## config.mk

```make
export PLATFORM = sky130hd
export DESIGN_NAME = register_file
export DESIGN_NICKNAME = d
export VERILOG_FILES = /design/src/rtl/register_file.sv
export SDC_FILE = /design/constraint.sdc
export NUM_CORES = 2
export LEC_CHECK = 0
export CORE_AREA = 10 10 409 411
export CTS_BUF_LIST = sky130_fd_sc_hd__clkbuf_2
export CTS_CLUSTER_SIZE = 16
export DETAILED_ROUTE_END_ITERATION = 16
export DIE_AREA = 0 0 419 421
export GPL_TIMING_DRIVEN = 1
export SLEW_MARGIN = 20
export SYNTH_ARGS = -nofsm -noshare
export SYNTH_HDL_FRONTEND = slang
export SYNTH_SLANG_ARGS = --single-unit
export TNS_END_PERCENT = 100
```

## constraint.sdc

```tcl
create_clock -name clk -period 4.96 [get_ports clk]
set_input_delay 0.992 -clock clk [delete_from_list [all_inputs] [get_ports clk]]
set_output_delay 0.992 -clock clk [all_outputs]
set_load 0.02 [all_outputs]
```

## src/rtl/register_file.sv

```systemverilog
// Register file: 2**ADDR_W x DATA_W, r0 hardwired to zero, two
// combinational read ports, one write port and a saturating write counter.
//
// Ports:
//   clk, rst          clock; synchronous active-high reset
//   rs_addr, rt_addr  read indices
//   rs_data, rt_data  read data (combinational)
//   wr_en, wr_addr,   write port; commits on rising clk
//   wr_data
//   wr_count          saturating count of committed writes
//
// Optional macro REGFILE_WRITE_BYPASS_EN forwards same-cycle write data
// to a matching read port.
module register_file #(
  parameter int DATA_W = 32,
  parameter int ADDR_W = 5
) (
  input  logic              clk,
  input  logic              rst,
  input  logic [ADDR_W-1:0] rs_addr,
  input  logic [ADDR_W-1:0] rt_addr,
  output logic [DATA_W-1:0] rs_data,
  output logic [DATA_W-1:0] rt_data,
  input  logic              wr_en,
  input  logic [ADDR_W-1:0] wr_addr,
  input  logic [DATA_W-1:0] wr_data,
  output logic [7:0]        wr_count
);

  localparam int DEPTH = 1 << ADDR_W;

  logic [DATA_W-1:0] r_regs [DEPTH];
  logic [7:0]        r_wr_count;
  logic              w_commit;

  // A write commits only outside reset and never to r0.
  assign w_commit = wr_en && !rst && (wr_addr != '0);

  always_ff @(posedge clk) begin
    if (rst) begin
      for (int i = 0; i < DEPTH; i++) begin
        r_regs[i] <= '0;
      end
      r_wr_count <= '0;
    end else if (w_commit) begin
      r_regs[wr_addr] <= wr_data;
      if (r_wr_count != 8'hFF) begin
        r_wr_count <= r_wr_count + 8'd1;
      end
    end
  end

  always_comb begin
    rs_data = '0;
    rt_data = '0;
    if (rs_addr != '0) begin
      rs_data = r_regs[rs_addr];
    end
    if (rt_addr != '0) begin
      rt_data = r_regs[rt_addr];
    end
`ifdef REGFILE_WRITE_BYPASS_EN
    // w_commit already excludes r0 and reset.
    if (w_commit && (wr_addr == rs_addr)) begin
      rs_data = wr_data;
    end
    if (w_commit && (wr_addr == rt_addr)) begin
      rt_data = wr_data;
    end
`endif
  end

  assign wr_count = r_wr_count;

endmodule

```

Yosys cells after proc, flatten, opt, wreduce, memory -nomap -nowiden
Memory sizes are Yosys's and may differ from the RTL's.
Cells that the tools add are included.
{"block": "word_totals", "ff_bits": 8, "mem_bits_rw": 1024, "input_bits": 50, "out_inout_bits": 72, "word_cells": 22, "n_memories": 1}
{"block": "classes", "addsub": 1, "n_eq_ne": 1, "mux": 10, "reduce_logical": 8}
{"memory": "r_regs", "depth": 32, "word_bits": 32, "rd": 2, "rd_ports_with_merged_regs": 0, "write_ports": 32, "line": "32", "text": "logic [DATA_W-1:0] r_regs [DEPTH];"}
{"op": "$mux W32", "count": 3}
{"op": "$reduce_or A32 Y1", "count": 1}
{"op": "$reduce_bool A5 Y1", "count": 3}
{"op": "$add A8 B1 Y8 const B", "count": 1}
{"op": "$ne A8 B8 Y1 const B", "count": 1}
{"op": "$mux W1", "count": 6}
{"op": "$mux W5", "count": 1}
{"op": "$logic_and A1 B1 Y1", "count": 2}
{"op": "$reduce_and A2 Y1", "count": 1}
{"op": "$logic_not A1 Y1", "count": 1}

Depth between registers and ports, before layout
{"block": "depth", "word_depth": 8, "depth_mapped": 7, "mapped_depth_nobuf": 5}

Least setup slack after synthesis
Ideal clock, no wire load.
{"block": "synth_path", "path_type": "input port to flip-flop", "startpoint": "input port wr_addr[4]", "endpoint": "memory r_regs[9][0], enable pin", "setup_time_ns": 0.466, "t_arrival_ns": 4.027, "required_time_ns": 4.494, "setup_slack_ns": 0.467, "cell_stages": 4, "n_path_buf": 2, "path_cell_list": "buf_4 > or3b_1 > clkbuf_1 > o21ai_0"}
{"item": "start, declared", "line": "25", "text": "input logic [ADDR_W-1:0] wr_addr,"}
{"item": "end, declared", "line": "32"}

==> impl_metrics.toml <==
[timing]
tns_ns = 0
period_needed_ns = 4.91
fin_skew_ns = 0.0917
fin_crit_sh_pct = 98.9
drv_slew = 0
max_freq_mhz = 204
slew_headroom_pct = 17.6
setup_violations = 0
hold_viol_final = 0
worst_slew_pin_slew_ns = 1.24

[synthesis]
syn_inst = 3674
synth_edf_count = 1024
synthesis.area_um2 = 55300
synth.yosys.seq_area_share_pct = 55.9
ys_types = 55
synth_async_sr_flop_share_pct = 0
ys_seq_elements = 1032
yosys_warnings = 0
yosys_most_used_dff = "edfxtp_1"
postSynthAreaPerCell_um2 = 15.1

[run_status]
outcome = "complete, no violations"

[clock_tree]
cts.sinks = 1032
clk_pin_slew_ns = 0.10
h-tree-depth = 5
cts-buffers-inserted = 296
clk_latency_ns = 1.71
cts_root_buf = "clkbuf_2"
post-cts-setup-buffer-count = 0
cts_tree = "yes"
clock_tree.buffer_depth = 4

[route]
via_count = 37800
drc = 0
drt.antenna.violating_nets = 0
wl_mm = 211
dr.pass1.iters = 6
routed_via_density = 6.01
drtIter0Drc = 5684
wire_per_inst_um = 33.5

[final_layout]
n_fill_cell = 14700
finalNetCount = 4055
drive_above_1_share_pct = 33.6
final_area_um2 = 63100
multi_input_area_um2 = 23000
areaGrowthSynthToFinish_pct = 14.0
seqCellArea_um2 = 30900
fin_cells = 6293

[pwr]
peakVddDrop_mv = 0.188
pwr_density_cell_nw_per_um2 = 308
p_leak_nw = 22.0
power.total_w = 0.0194

[floorplan]
start_util_pct = 34.7
dieArea_um2 = 176000
die_h_um = 421
num_rows = 147
pin_count = 122
design.core.area_um2 = 159000
chipWidth_um = 419

[placed_design]
dp.cells = 5782
io_buffers = 121
placed_area_um2 = 60500
hpwl_mm = 130
gp_congestion = 0.864

[job]
maxCapViolations = 0

[grt]
grt_pass1_vias = 37500
grt_pass1_wl_mm = 292
grt_usage_pct = 23.2
grt_max_degree = 65
grt_overflow_total = 0
antenna_found_initial = 25

[setup_path]
critPathLaunchType = "register"
critPathKind = "register to output port"
arrival_ns = 3.92
cp_max_fo = 2
endpoint_kind = "output port"
required_ns = 3.97

[min_path]
hold_class = "input pin to register"
cell usage after synthesis (3+ instances only):
library cell / instances / area share, %
a211oi_1: 65 / 0.88
a221oi_1: 44 / 0.70
a221oi_2: 4 / 0.11
a22oi_1: 64 / 0.87
a311oi_1: 63 / 1.0
and2_1: 994 / 11
buf_2: 71 / 0.64
buf_4: 43 / 0.58
buf_6: 39 / 0.79
clkbuf_1: 232 / 1.6
clkbuf_2: 18 / 0.16
dfxtp_1: 8 / 0.29
edfxtp_1: 1024 / 56
mux2_2: 64 / 1.3
mux2i_1: 129 / 2.3
mux4_2: 448 / 18
nand2_1: 42 / 0.28
nand3_1: 7 / 0.063
nand3b_1: 5 / 0.068
nor2_1: 30 / 0.20
nor2_2: 6 / 0.068
nor2b_1: 66 / 0.75
nor3b_2: 3 / 0.068
o2111ai_1: 16 / 0.25
o21ai_0: 39 / 0.35
o21ai_1: 99 / 0.90
o311ai_0: 3 / 0.047
o31ai_1: 4 / 0.054
or2_2: 7 / 0.079
routing by layer:
metal,vias up,wire length [µm],track usage (%)
met5,-,21,0
met4,4,9830,11.5
met3,527,23000,5.13
met2,2713,97200,35.9
met1,19500,80400,30.7
li1,15000,-,-
cells by family (layout without fill, tap and decap cells):
group	count (synthesis)	in the layout	share of synthesized area, %
fa+ha+maj	1	1	0.0226
mux	641	641	21.9
simple gates	1178	1178	13.1
flops	1032	1032	55.9
other cells	1	51	0.00678
compound gates	410	410	5.30
buf+inv	411	894	3.90
flip-flops by register name, indices dropped and copies added (netlist names):
name      count
r_regs     1024
wr_count      8
per-stage QoR:
step,util (%),setup slack [ns],hold WS [ns]
after CTS,39.5,0.0107,0.0633
after global placement,37.9,0.0486,0.497
final,39.6,0.0523,0.203
after detailed placement,37.9,0.0302,0.486
after floorplan,-,0.467,0.560
after global routing,39.6,-0.0447,0.150
worst paths after layout:
check                      from          end  slack [ns]  depth (start not counted)
setup / recovery  r_regs[0][28]  rs_data[28]        0.05                          6
hold / removal            wr_en  wr_count[0]        0.20                          4
setup reg to reg    wr_count[0]  wr_count[3]        3.20                          5
hold reg to reg     wr_count[7]  wr_count[7]        0.52                          1
worst max-delay path, stage by stage, from the launching register on:
cell and delay [ns]:
edfxtp_1 0.37, mux4_2 0.22, nor2b_1 0.12, a211oi_1 0.08, buf_4 0.19, a311oi_1 0.91, buf_4 0.30
where the power goes:
| group | leakage (nW) | internal (W) | switching, W |
|---|---|---|---|
| sequential | 9.81 | 0.0100 | 0.000247 |
| clock | 1.92 | 0.00243 | 0.00372 |
| combinational | 10.3 | 0.00127 | 0.00171 |
| total | 22.0 | 0.0137 | 0.00568 |
cells in the final DEF, fill, tap and decap left out, types with 4 or more instances in the layout:
cell type / n
nor2_1: 7
clkinv_1: 43
buf_4: 264
a311oi_1: 55
nor2_4: 25
dfxtp_1: 8
dlygate4sd3_1: 10
diode_2: 19
a221oi_1: 44
nand2_1: 42
nand3b_1: 5
dlygate4sd2_1: 4
a221oi_2: 4
nor2b_1: 64
edfxtp_1: 1024
o21ai_0: 13
o31ai_1: 4
conb_1: 32
mux4_2: 448
and2_1: 992
buf_8: 4
mux2i_1: 129
mux2_2: 64
o21ai_4: 26
buf_12: 71
nand3_1: 7
buf_2: 14
clkdlybuf4s50_1: 39
nor2_2: 4
inv_2: 4
o21ai_1: 99
o2111ai_1: 16
a211oi_1: 62
a22oi_1: 64
a311oi_2: 9
or2_2: 9
clkbuf_2: 430
area by class of cell:
class                      instances  share of cell area (%)
sequential                      1032                    49.0
multi-input combinational       2262                    36.4
timing repair buffer             408                    6.47
tap                             2086                    4.14
clock buffer                     430                    3.41
clock inverter                    52                   0.446
antenna                           19                  0.0754
inverter                           4                  0.0317
timing repair:
action,4_1_cts,5_1_grt
hold endpoints to repair,67,101
endpoints found under the setup margin,8,0
hold buffers,2,8
resized for setup,14,0
Power figures use the tool's default switching activity.
